### src/rtl/fifo_replay.sv
// fifo_replay: show-ahead synchronous FIFO for any DEPTH >= 2, with a circular
// replay mode that walks the stored words repeatedly without consuming them.
// Status flags are registered from the next-state fill so they always agree
// with fill_level. Error pulses (overflow/underflow/wrap) last one cycle.
module fifo_replay #(
    parameter int WIDTH              = 32,
    parameter int DEPTH              = 24,
    parameter int ALMOST_FULL_FREE   = 1,
    parameter int ALMOST_EMPTY_LEVEL = 1
) (
    input  logic                       clk,
    input  logic                       reset,
    input  logic                       flush,
    input  logic                       circular,
    input  logic [WIDTH-1:0]           datain,
    input  logic                       write,
    input  logic                       read,
    output logic [WIDTH-1:0]           dataout,
    output logic                       valid,
    output logic                       empty,
    output logic                       almost_empty,
    output logic                       full,
    output logic                       almost_full,
    output logic [$clog2(DEPTH+1)-1:0] fill_level,
    output logic                       wrap,
    output logic                       overflow,
    output logic                       underflow
);

    localparam int PW = $clog2(DEPTH);
    localparam int FW = $clog2(DEPTH+1);
    localparam logic [PW-1:0] PTR_LAST = PW'(DEPTH - 1);
    localparam logic [FW-1:0] FILL_MAX = FW'(DEPTH);

    // Explicit wrap so non-power-of-two depths never rely on natural rollover.
    function automatic logic [PW-1:0] ptr_inc(input logic [PW-1:0] p);
        return (p == PTR_LAST) ? '0 : p + 1'b1;
    endfunction

    logic [WIDTH-1:0] r_mem [DEPTH];
    logic [PW-1:0]    r_head, r_tail, r_replay;
    logic [FW-1:0]    r_fill;
    logic             r_valid, r_empty, r_almost_empty, r_full, r_almost_full;
    logic             r_wrap, r_overflow, r_underflow;

    logic             w_clear, w_pop, w_adv, w_wr_acc;
    logic [PW-1:0]    w_head_nxt, w_tail_nxt, w_replay_nxt, w_rd_ptr;
    logic [FW-1:0]    w_fill_nxt;
    logic             w_wrap_nxt;

    assign w_clear  = reset || flush;
    assign w_pop    = read && r_valid && !circular;
    assign w_adv    = read && r_valid && circular;
    // A full FIFO still takes a write when a pop frees a slot in the same cycle.
    assign w_wr_acc = write && ((r_fill != FILL_MAX) || w_pop);

    assign w_head_nxt = w_pop    ? ptr_inc(r_head) : r_head;
    assign w_tail_nxt = w_wr_acc ? ptr_inc(r_tail) : r_tail;

    // Next fill level from the accepted push/pop pair.
    always_comb begin
        // NOTE: default assignment first so every path drives the signal and no latch is inferred.
        w_fill_nxt = r_fill;
        if (w_wr_acc && !w_pop)
            w_fill_nxt = r_fill + 1'b1;
        else if (!w_wr_acc && w_pop)
            w_fill_nxt = r_fill - 1'b1;
    end

    // Replay pointer: tracks head outside replay mode, loops back at the pre-write tail.
    always_comb begin
        w_replay_nxt = r_replay;
        w_wrap_nxt   = 1'b0;
        if (!circular) begin
            w_replay_nxt = w_head_nxt;
        end else if (w_adv) begin
            if (ptr_inc(r_replay) == r_tail) begin
                w_replay_nxt = r_head;
                w_wrap_nxt   = 1'b1;
            end else begin
                w_replay_nxt = ptr_inc(r_replay);
            end
        end
    end

    // Storage array; writes during reset/flush are discarded.
    always_ff @(posedge clk) begin
        // NOTE: the memory array is deliberately not reset; valid/fill guard its contents.
        if (!w_clear && w_wr_acc)
            r_mem[r_tail] <= datain;
    end

    // Pointer, fill, status and pulse registers.
    always_ff @(posedge clk) begin
        // NOTE: sequential state uses non-blocking assignments only.
        if (w_clear) begin
            r_head         <= '0;
            r_tail         <= '0;
            r_replay       <= '0;
            r_fill         <= '0;
            r_valid        <= 1'b0;
            r_empty        <= 1'b1;
            r_almost_empty <= 1'b1;
            r_full         <= 1'b0;
            r_almost_full  <= (DEPTH <= ALMOST_FULL_FREE);
            r_wrap         <= 1'b0;
            r_overflow     <= 1'b0;
            r_underflow    <= 1'b0;
        end else begin
            r_head         <= w_head_nxt;
            r_tail         <= w_tail_nxt;
            r_replay       <= w_replay_nxt;
            r_fill         <= w_fill_nxt;
            r_valid        <= (w_fill_nxt != '0);
            r_empty        <= (w_fill_nxt == '0);
            r_almost_empty <= (int'(w_fill_nxt) <= ALMOST_EMPTY_LEVEL);
            r_full         <= (w_fill_nxt == FILL_MAX);
            r_almost_full  <= ((int'(w_fill_nxt) + ALMOST_FULL_FREE) >= DEPTH);
            r_wrap         <= w_wrap_nxt;
            r_overflow     <= write && !w_wr_acc;
            r_underflow    <= read && !r_valid;
        end
    end

    assign w_rd_ptr     = circular ? r_replay : r_head;
    assign dataout      = r_mem[w_rd_ptr];
    assign valid        = r_valid;
    assign empty        = r_empty;
    assign almost_empty = r_almost_empty;
    assign full         = r_full;
    assign almost_full  = r_almost_full;
    assign fill_level   = r_fill;
    assign wrap         = r_wrap;
    assign overflow     = r_overflow;
    assign underflow    = r_underflow;

endmodule
### config.mk
export PLATFORM = sky130hd
export DESIGN_NAME = fifo_replay
export DESIGN_NICKNAME = d
export VERILOG_FILES = /design/src/rtl/fifo_replay.sv
export SDC_FILE = /design/constraint.sdc
export NUM_CORES = 1
export LEC_CHECK = 0
export CAP_MARGIN = 20
export CORE_MARGIN = 3
export CORE_UTILIZATION = 45
export CTS_BUF_LIST = sky130_fd_sc_hd__clkbuf_16
export CTS_CLUSTER_SIZE = 40
export DETAILED_ROUTE_END_ITERATION = 10
export REMOVE_ABC_BUFFERS = 1
export SLEW_MARGIN = 10
export SYNTH_ARGS = -nofsm -noshare
export SYNTH_HDL_FRONTEND = slang
export SYNTH_SLANG_ARGS = --single-unit
### constraint.sdc
create_clock -name clk -period 6.66 [get_ports clk]
set_clock_uncertainty 0.05 [all_clocks]
set_input_delay 1.332 -clock clk [delete_from_list [all_inputs] [get_ports clk]]
set_output_delay 1.332 -clock clk [all_outputs]
set_load 0.03 [all_outputs]
======== Word level (Yosys, flattened, before mapping) ========
Memory sizes are Yosys's and may differ from the RTL's.
Index checks and enable logic that the tools add are counted.
storage, ports and cells
  output and inout bits ................... 45
  RAM bits ................................ 768
  register bits after elaboration ......... 28
  memories ................................ 1
  logic and storage cells ................. 62
  bits of input ports ..................... 38
memories
  memory  depth  bits a word  read ports  clocked after Yosys merged registers in  wr ports  RTL line  RTL
  r_mem   24     32           1           0                                        1         40        logic [WIDTH-1:0] r_mem [DEPTH];
operators by class
  bitwise logic cells ..................... 2
  equal/unequal tests ..................... 7
  $add $sub $neg .......................... 6
  order comparisons ....................... 2
  reduce and logical (&&, ||, !) cells .... 19
  multiplexer cells ....................... 13
operators by type and width
  kind                                                                                 count
  5-bit two-way mux                                                                    10
  5-bit by 1-bit adder with 5-bit output, second input constant                        4
  5-bit == test, second input constant                                                 4
  1-bit logical AND                                                                    9
  5-bit by 1-bit adder with 6-bit output, second input constant                        1
  6-bit by 5-bit greater-or-equal comparator with 1-bit output, second input constant  1
  5-bit == test                                                                        1
  5-bit by 1-bit <= comparator with 1-bit output, second input constant                1
  1-bit logical NOT                                                                    5
  5-bit logical NOT                                                                    1
  5-bit != test, second input constant                                                 1
  5-bit nonzero test                                                                   1
  5-bit by 1-bit subtractor with 5-bit output, second input constant                   1
  1-bit two-way mux                                                                    3
  3-bit OR reduction                                                                   1
  1-bit logical OR                                                                     2
  2-bit by 1-bit != test with 1-bit output, second input constant                      1
  1-bit NOT                                                                            2

======== Depth between registers and ports, before layout ========
Gate-level depths: netlist of run 1.
  depth in word-level cells ............... 10
  mapped depth ............................ 9

======== Worst setup path after synthesis of run 1 ========
No wires, ideal clock.
  kind .................................... input to output
  start point ............................. input circular
  end point ............................... output dataout[30]
  required time ........................... 5.278 ns
  buffers on the path ..................... 3
  slack ................................... 1.709 ns
  stages on the path ...................... 8
  arrival ................................. 3.569 ns
  path through ............................ buf_2 clkbuf_1 buf_2 nand3b_1 o21ai_1 a22o_1 a2111oi_0 nor4_1
between the ends
  word-level cells in the longest chain between the ends .. 2
ends and longest elaborated chain
  what                RTL line  RTL
  start, declared     14        input logic circular,
  5-bit two-way mux   125       assign w_rd_ptr = circular ? r_replay : r_head;
  memory 24 x 32 bit  --
  end, declared       18        output logic [WIDTH-1:0] dataout,
No other way between the ends.

======== Final worst setup path of run 1 ========
Ends and elaborated chain as after synthesis.

==> results of run 1 <==
==> placed cells by master, fill, tap and decap left out, types with 16 or more instances in the layout <==
cell type and instances:
edfxtp_1 768, nand2_1 525, nand3_1 236, nor2_1 180, clkbuf_16 85, clkdlybuf4s50_1 81, nand4_1 64, o22ai_1 63
a31oi_1 62, buf_4 52, o21ai_0 41, mux4_2 35, a311o_1 33, inv_1 32, a22oi_1 31, dfxtp_1 26
nor2_4 24, buf_12 17, clkinv_1 16
==> power by group through the flow <==
stage                     Clock [mW]  Sequential [mW]  Combinational [mW]
after floorplan                    0             5.61               0.145
after global placement             0             5.61               0.314
after detailed placement           0             5.61               0.322
after CTS                       4.45             5.51               0.323
after global routing            4.66             5.50               0.349
final                           4.38             5.51               0.321
==> cell usage after synthesis (2+ instances only) <==
cell type,instances
edfxtp_1,768
nand2_1,525
nand3_1,236
nor2_1,204
clkbuf_1,132
nand4_1,64
o22ai_1,63
a31oi_1,62
o21ai_0,41
mux4_2,35
a311o_1,33
a22oi_1,31
dfxtp_1,28
a21oi_1,12
buf_1,10
buf_2,10
ha_1,9
mux2i_1,9
inv_1,8
nor3_1,8
xnor2_1,7
nand2b_1,5
or3_1,5
a211oi_1,4
mux2_2,4
nand3b_1,4
o21ai_1,4
xor2_1,4
nor4_1,3
o211ai_1,3
o31ai_1,3
a211o_1,2
a21o_2,2
and4b_1,2
clkbuf_8,2
mux2_1,2
nand4b_1,2
nor2b_1,2
o311ai_1,2
or2_2,2
==> cells by family (layout without fill, tap and decap cells) <==
family                     count (synthesis)  count (layout)
AOI/OAI and AO/OA                        277             277
xor gates and xnor gates                  12              12
adders and majority gates                  9               9
buffers and inverters                    162             309
DFF                                      796             796
muxes                                     50              50
other                                      0               1
and+or+nand+nor                         1073            1073
==> per-layer routing <==
| metal | part of all wire, % | track usage (%) |
|---|---|---|
| met3 | 7.3 | 3.665 |
| met2 | 49 | 38.65 |
| met4 | 2.5 | 6.820 |
| met1 | 41 | 32.07 |
| met5 | 0 | 0 |
==> cell type report <==
class	instances	area share, %
flip-flops and latches	796	63.99
repair buffers	151	4.189
multi-input cells	1421	21.58
inverters	8	0.08133
diodes	1	0.006778
clock buffers	85	5.761
clock inverters	65	1.210
well taps	940	3.186
==> flip-flops by register name, summed over array words and instances (netlist names) <==
register / cells
fill_level: 5
r_tail: 5
wrap: 1
almost_empty: 1
empty: 1
overflow: 1
almost_full: 1
r_head: 5
underflow: 1
r_mem: 768
full: 1
valid: 1
r_replay: 5
==> through the flow <==
step | instances | TNS, ns | cell area (sq um) | worst slack [ns]
final | 3467 | 0 | 36920 | 0.3961
after global routing | 3466 | 0 | 36920 | 0.2372
after CTS | 3466 | 0 | 36920 | 0.3330
after detailed placement | 3316 | 0 | 34340 | 0.3346
after global placement | 3316 | 0 | 34340 | 0.3180
after floorplan | 2225 | -247.11 | 31340 | -7.759
==> worst paths after layout <==
path	from	end	depth (start not counted)
max	circular	dataout[30]	10
min	r_tail[1]$_SDFFE_PP0N_	r_tail[1]$_SDFFE_PP0N_	2
max reg2reg	fill_level[0]$_SDFF_PP0_	r_mem[18][3]$_DFFE_PP_	7
min reg2reg	r_tail[1]$_SDFFE_PP0N_	r_tail[1]$_SDFFE_PP0N_	2
==> worst max-delay path, cell delays in order <==
cell and delay [ns]:
buf_2 0.35, buf_4 0.34, mux2i_4 0.38, buf_12 0.40, nand2_1 0.10, a21boi_1 0.13, a2111oi_0 0.08, nor4_1 0.80
buf_4 0.23, clkdlybuf4s50_1 0.67
==> flow_metrics.py, run 1 <==
metrics = {
    "power_and_ir_drop": {
        "seqPwrFrac_pct": 54.0,
        "power.total_mw": 10.20,
        "p_sw_share_pct": 20.62,
        "p_leak_nw": 12.10,
        "irDropWorstVdd_uv": 201.7,
        "power_switching_mw": 2.104,
        "p_comb_share_pct": 3.1,
        "clkPwrFrac_pct": 42.9,
        "internal_power_mw": 8.100,
        "cellPowerDensity_nw_per_um2": 276.4,
    },
    "logic_synthesis": {
        "synth.area.top_cells": "edfxtp_1, nand2_1, nand3_1",
        "synth_compound_area_share_pct": 5.906,
        "synth_edf_count": 768,
        "yosysTopAreaCell": "edfxtp_1",
        "ys.flop_type": "edfxtp_1",
        "async_flop_share_pct": 0,
        "yosysSeqAreaShare_pct": 73.94,
        "ys_seq_elements": 796,
        "synth_cells": 2379,
        "yosys_warnings": 0,
        "yosys.area_share.simple_pct": 14.46,
        "synth_xor_area_share_pct": 0.3721,
        "synth_cell_types": 67,
        "synth_fa_ha_area_share_pct": 0.3525,
        "synth_top_area_share_pct": 72.19,
        "muxShareOfSynthArea_pct": 2.961,
        "avgSynthCellArea_sq_um": 13.43,
        "synth_top_family_by_area": "simple AND/OR/NAND/NOR gates",
        "synth_area_sq_um": 31950,
    },
    "grt": {
        "grt_overflow_total": 0,
        "grt.total_usage_pct": 23.33,
        "grt_start_max_net_pins": 104,
        "antenna_found_initial": 1,
        "grt_pass1_vias": 19830,
        "grt_pass1_wl_mm": 129.0,
    },
    "setup_path": {
        "crit_fanout": 103,
        "worstPathRequired_ns": 5.28,
        "critical_path_arrival_ns": 4.88,
        "crit_path_end_kind": "primary output",
        "critPathKind": "primary input to primary output",
        "cp-start-kind": "primary input",
        "rrSetupSlack_ns": 2.59,
    },
    "sta": {
        "rsz0062_at_grt": "no",
        "drv_slew": 0,
        "slew_headroom_pct": 34.99,
        "fmax_mhz": 159.6,
        "whs_ns": 0.5211,
        "min_period_ns": 6.264,
        "setup_viol": 0,
        "fin_crit_sh_pct": 94.05,
        "hold_viol": 0,
        "tightest_slew_ns": 0.9728,
    },
    "placement": {
        "place_congestion": 0.8002,
        "io_buffers": 82,
        "hpwl_mm": 47.64,
    },
    "routing": {
        "dr_total_vias": 20680,
        "wire_per_inst_um": 25.04,
        "drtIter0Drc": 2343,
        "drc": 0,
        "drtAntennaViolNets": 0,
        "drtPass1Iterations": 6,
        "routed_wl_mm": 86.83,
        "vias_per_cell": 5.963,
    },
    "clock_tree": {
        "clockRootBuffer": "clkbuf_16",
        "post-cts-setup-buffers": 0,
        "hold_buffers": 0,
        "clk_latency_ns": 0.62,
        "cts_buffers": 83,
        "cts_tree": "yes",
        "cts_resized": 0,
        "clock_sinks": 796,
        "cts.clk_slew.worst_paths_ns": 0.06,
        "cts_buffer_depth": 3,
        "htreeDepth": 3,
    },
    "die": {
        "rows": 97,
        "die_area_sq_um": 74230,
        "initial_core_util_pct": 45.54,
        "die_x_um": 272.5,
        "io_pins": 83,
        "core_area_sq_um": 70150,
        "fp.dieH_um": 272.5,
    },
    "cells_and_area": {
        "nFillCells": 5892,
        "final_net_count": 2508,
        "postLayoutCoreUtil_pct": 52.63,
        "area_growth_pct": 15.56,
        "multi_input_area_sq_um": 7966,
        "final-seq-area_sq_um": 23630,
        "drive_gt1_share_pct": 10.33,
    },
    "run": {
        "maxCapViolations": 0,
    },
    "status": {
        "outcome": "completed",
    },
    "min_path": {
        "hold_class": "register to register",
    },
}
Note: power is estimated with default switching activity, not from simulation.
==> run 2: changes to the inputs <==
CELL_PAD_IN_SITES_DETAIL_PLACEMENT = 1   (was not set)
CELL_PAD_IN_SITES_GLOBAL_PLACEMENT = 2   (was not set)
CORE_UTILIZATION = 48   (was 45)
PLACE_DENSITY_LB_ADDON = 0.1   (was not set)
==> flow_metrics.py, run 2 (synthesis gave the netlist of run 1 again) <==
metrics = {
    "status": {
        "outcome": "completed",
    },
    "clock_tree": {
        "post-cts-setup-buffers": 0,
        "cts_buffer_depth": 3,
        "cts_resized": 0,
        "htreeDepth": 3,
        "cts_tree": "yes",
        "cts_buffers": 85,
        "clk_latency_ns": 0.63,
        "clockRootBuffer": "clkbuf_16",
        "hold_buffers": 0,
        "cts.clk_slew.worst_paths_ns": 0.06,
        "clock_sinks": 796,
    },
    "cells_and_area": {
        "final_cell_mix": "edfxtp_1, nand2_1, nand3_1, nor2_1, clkbuf_16",
        "area_growth_pct": 15.58,
        "layout_commonest_cell": "edfxtp_1",
        "drive_gt1_share_pct": 10.53,
        "postLayoutCoreUtil_pct": 56.67,
        "final_area_sq_um": 36930,
        "largest_reg_flops": 768,
        "final_net_count": 2511,
        "registers.top_by_ff_count": "r_mem",
        "nFillCells": 6298,
        "final_cells": 3383,
    },
    "sta": {
        "slew_headroom_pct": 28.92,
        "fmax_mhz": 169.2,
        "rsz0062_at_grt": "no",
        "fin_crit_sh_pct": 88.75,
        "min_period_ns": 5.911,
        "setup_viol": 0,
        "tightest_slew_ns": 1.066,
        "hold_viol": 0,
        "whs_ns": 0.5333,
        "drv_slew": 0,
        "setup_ws_ns": 0.7493,
    },
    "min_path": {
        "worstHoldPathCells": 2,
        "hold_class": "register to register",
    },
    "grt": {
        "grt_pass1_wl_mm": 140.1,
        "grt_start_max_net_pins": 68,
        "grt_overflow_total": 0,
        "grt_pass1_vias": 21930,
        "grt.total_usage_pct": 26.91,
        "antenna_found_initial": 1,
    },
    "die": {
        "die_x_um": 264.0,
        "die_area_sq_um": 69690,
        "rows": 93,
        "core_area_sq_um": 65160,
        "io_pins": 83,
        "fp.dieH_um": 264.0,
        "initial_core_util_pct": 49.03,
    },
    "setup_path": {
        "crit_fanout": 15,
        "critical_path_arrival_ns": 4.53,
        "crit_path_end_kind": "primary output",
        "critPathKind": "primary input to primary output",
        "crit_chain": "buf_2 -> nand2_1 -> buf_4 -> o22ai_1 -> o21ai_0 -> a311o_1 -> nand3_1 -> clkdlybuf4s50_1",
        "reg2regPathDepth": 5,
        "cp-start-kind": "primary input",
        "slowest_stage": "clkdlybuf4s50_1",
        "worstPathRequired_ns": 5.28,
        "crit_path_max_incr_delay_ns": 0.69,
    },
    "placement": {
        "place_congestion": 0.7747,
        "hpwl_mm": 52.58,
        "pre_cts_slack_ns": 0.8654,
        "postPlaceCellArea_sq_um": 34250,
        "post-place-cells": 3232,
        "io_buffers": 82,
    },
    "power_and_ir_drop": {
        "p_leak_nw": 12.12,
        "irDropWorstVdd_uv": 244.7,
        "cellPowerDensity_nw_per_um2": 282.4,
    },
    "routing": {
        "drtIter0Drc": 1877,
        "dr_total_vias": 20650,
        "vias_per_cell": 6.104,
        "routed_wl_mm": 94.08,
        "wire_per_inst_um": 27.81,
        "drc": 0,
        "drtAntennaViolNets": 0,
        "drtPass1Iterations": 5,
    },
    "run": {
        "maxCapViolations": 0,
    },
}
-- run 2: changes by cell type in the layout (fill, tap and decap cells not counted), sizes merged --
cell      change
bufinv        +2
inv           -6
clkinvlp      +3
clkinv        -2
clkbuf        +3
buf           +1
-- run 2: where the power goes --
| group | leakage (nW) | internal (mW) | switching [mW] | total, mW |
|---|---|---|---|---|
| Clock | 1.37 | 2.65 | 1.94 | 4.59 |
| Sequential | 7.13 | 5.50 | 0.00561 | 5.50 |
| Combinational | 3.62 | 0.0975 | 0.232 | 0.330 |
-- run 2: final timing paths --
check                         start                 endpoint  slack (ns)
max                        circular              dataout[29]        0.75
min          r_tail[1]$_SDFFE_PP0N_   r_tail[1]$_SDFFE_PP0N_        0.53
max reg2reg        valid$_SDFF_PP0_  r_mem[13][23]$_DFFE_PP_        2.61
min reg2reg  r_tail[1]$_SDFFE_PP0N_   r_tail[1]$_SDFFE_PP0N_        0.53
-- run 2: stage by stage --
step           TNS, ns  total power, mW
2_1_floorplan  -247.11            5.758
3_3_place_gp         0            5.927
3_5_place_dp         0            5.940
4_1_cts              0            10.51
5_1_grt              0            10.74
6_report             0            10.43
-- run 2: worst max-delay path: cells and delay by family --
kind,cells,cell delay (ns)
buffers and inverters,3,1.47
AO/OA/AOI/OAI,3,0.97
AND/OR/NAND/NOR,2,0.72
-- run 2: final cells by class --
type	count	area (sq um)	share of cell area, %
sequential	796	23630	63.98
multi-input combinational	1421	7966	21.57
clock buffer	88	2202	5.964
timing repair buffer	152	1554	4.208
tap	855	1070	2.897
clock inverter	62	475.5	1.288
inverter	8	30.03	0.08132
antenna	1	2.502	0.006777
-- run 2: per-layer routing --
layer / GRT usage (%) / part of all wire [%] / wire length (um)
met4: 9.055 / 3.1 / 2907
met5: 0 / 0 / 0
met2: 45.70 / 50 / 47180
met3: 4.228 / 5.2 / 4869
met1: 35.57 / 42 / 39120
==> patch: new RTL, config.mk and constraints of run 1 <==
Put one more register stage on the output `fill_level`, without a reset. The value now appears one clock later. The other outputs are not delayed to match. Comments in the files are not updated.
--- a/src/rtl/fifo_replay.sv
+++ b/src/rtl/fifo_replay.sv
@@ -129,7 +129,9 @@
     assign almost_empty = r_almost_empty;
     assign full         = r_full;
     assign almost_full  = r_almost_full;
-    assign fill_level   = r_fill;
+    always_ff @(posedge clk) begin
+        fill_level <= r_fill;
+    end
     assign wrap         = r_wrap;
     assign overflow     = r_overflow;
     assign underflow    = r_underflow;
Behaviour: not the same (a bounded check fails within 4 cycles, from zero or initial values).
==> patch against run 1 <==
Routed wire length is 3.1% lower. Area after synthesis is 0.38% higher. Total power is 2.4% higher. Via count is 1.9% lower. Synthesized cell count is 0.17% higher. Setup slack better by 0.61 ns. Largest power group unchanged. Sequential cell count is 5 higher. Final cell count is 0.26% higher. Highest routed layer unchanged. Largest cell class unchanged. Final area is 1.0% higher.
==> patch: results (changes against run 1) <==
[logic_synthesis]
synth.distinct_cells = 65  ; -3.0%
synth_edf_count = 768  ; unchanged
async_flop_share = 0  ; unchanged
synthCells = 2383  ; +0.17%
yosysWarnings = 0  ; unchanged
seq_area_frac_synth = 0.740  ; about the same
synthTopCellsByCount = 768 x edfxtp_1, 537 x nand2_1, 230 x nand3_1
yosys-top-cells-area = edfxtp_1 72%, nand2_1 6.3%, nand3_1 3.6%

[cells_and_area]
drive_above_1_share = 0.119  ; +0.0159
largest_register_ffs = 768  ; unchanged
largest_register = r_mem
stdcell_count = 3476  ; +0.26%
fin_nets = 2517  ; +0.36%

[setup_path]
cp_top_family = simple AND/OR/NAND/NOR gates
cpPeakStageDelay_ns = 0.89  ; +0.09 ns
cp_slowest_cell = or2_2
crit_fanout = 31  ; -70%
worstReg2RegStart = r_fill[0]

[outcome]
status = finished clean

[worst_hold_path]
min-delay-path-class = reg2reg
worstHoldStart = r_fill[4]

[grt]
antenna_found_initial = 3  ; +2
first_global_vias = 19700  ; -0.42%
grt_util_all_layers = 0.224  ; -0.00946
grt_max_degree = 80  ; -23%
grt_pass1_wl_um = 125000  ; -3.2%

[route]
vias_per_cell = 5.83  ; -2.2%
wl_per_cell_um = 24.2  ; -3.3%
dr.pass1.iters = 5  ; -1
initialDrtViolationCount = 2335  ; -0.34%

[sta]
max_slew.worst_pin.slew_ns = 1.04  ; +0.0625 ns

[clock_tree]
postCtsSetupBuffers = 0  ; unchanged
numCtsBuffers = 82  ; -1.2%
worstSkewPairLatency_ns = 0.63
post_cts_resize_count = 0  ; unchanged
clkTransAtPathRegs_ns = 0.06  ; about the same
htreeDepth = 3  ; unchanged
cts-root-buf = clkbuf_16
cts_buffer_depth = 3  ; unchanged

[power]
ir_worst_vdd_v = 0.000206  ; +1.9%
switching_share = 0.205  ; -0.00147
power_leakage_nw = 12.4  ; +2.1%

[place]
place_hpwl_um = 45700  ; -4.0%
io_buffer_count = 82  ; unchanged
routabilityCongestion = 0.779  ; -2.6%
placed_cells = 3326  ; +0.30%

==> patch: worst register-to-register path: cells and delay by family (launching register included) <==
kind / cells / cell delay, ns
simple gates: 5 / 1.90
flops: 1 / 0.49
fa+ha+maj: 1 / 0.23
buf+inv: 2 / 0.50
==> patch: worst paths after layout <==
path / to / slack, ns / depth (start not counted)
min: fill_level[4] / 0.33 / 0
min reg2reg: fill_level[4] / 0.33 / 0
max reg2reg: r_mem[16][3] / 3.21 / 8
max: dataout[27] / 1.01 / 7
==> patch: final cells by class <==
cell class / count / area (sq um)
fill: 5768 / 33000
sequential: 801 / 23700
multi-input combinational: 1423 / 7940
clock buffer: 85 / 2130
timing repair buffer: 153 / 1750
tap: 940 / 1180
clock inverter: 62 / 541
inverter: 9 / 33.8
antenna: 3 / 7.51
==> patch: power by group through the flow <==
stage / logic, mW / registers, mW / clock network (mW)
floorplan: 0.144 / 5.64 / 0
global placement: 0.333 / 5.64 / 0
detailed placement: 0.342 / 5.64 / 0
CTS: 0.343 / 5.53 / 4.65
global route: 0.367 / 5.53 / 4.84
finish: 0.341 / 5.53 / 4.57
==> patch: through the flow <==
| stage | power [mW] | area (sq um) | setup slack, ns | setup TNS, ns | utilization |
|---|---|---|---|---|---|
| 3_5_place_dp | 5.98 | 34600 | 0.958 | 0 | 0.493 |
| 6_report | 10.4 | 37300 | 1.01 | 0 | 0.531 |
| 4_1_cts | 10.5 | 37300 | 0.942 | 0 | 0.531 |
| 2_1_floorplan | 5.79 | 31400 | -7.80 | -249.47 | - |
| 5_1_grt | 10.7 | 37300 | 0.834 | 0 | 0.531 |
| 3_3_place_gp | 5.97 | 34600 | 0.967 | 0 | 0.493 |
==> patch: cells by family (layout without fill, tap and decap cells) <==
kind of cell | Yosys count | count (layout) | synth area share
compound gates | 279 | 279 | 0.0596
xor+xnor | 8 | 8 | 0.00261
fa+ha+maj | 9 | 9 | 0.00351
buf+inv | 159 | 309 | 0.0208
flops | 801 | 801 | 0.740
mux | 45 | 45 | 0.0278
other cells | 0 | 3 | 0
simple gates | 1082 | 1082 | 0.146
==> patch: metal layers <==
layer  global-route usage  up-vias  share of wire
met5                    0        -              0
met3               0.0333      142          0.069
met1                0.304    10200           0.42
met2                0.372      821           0.49
li1                     -     9128              -
met4               0.0750        0          0.027
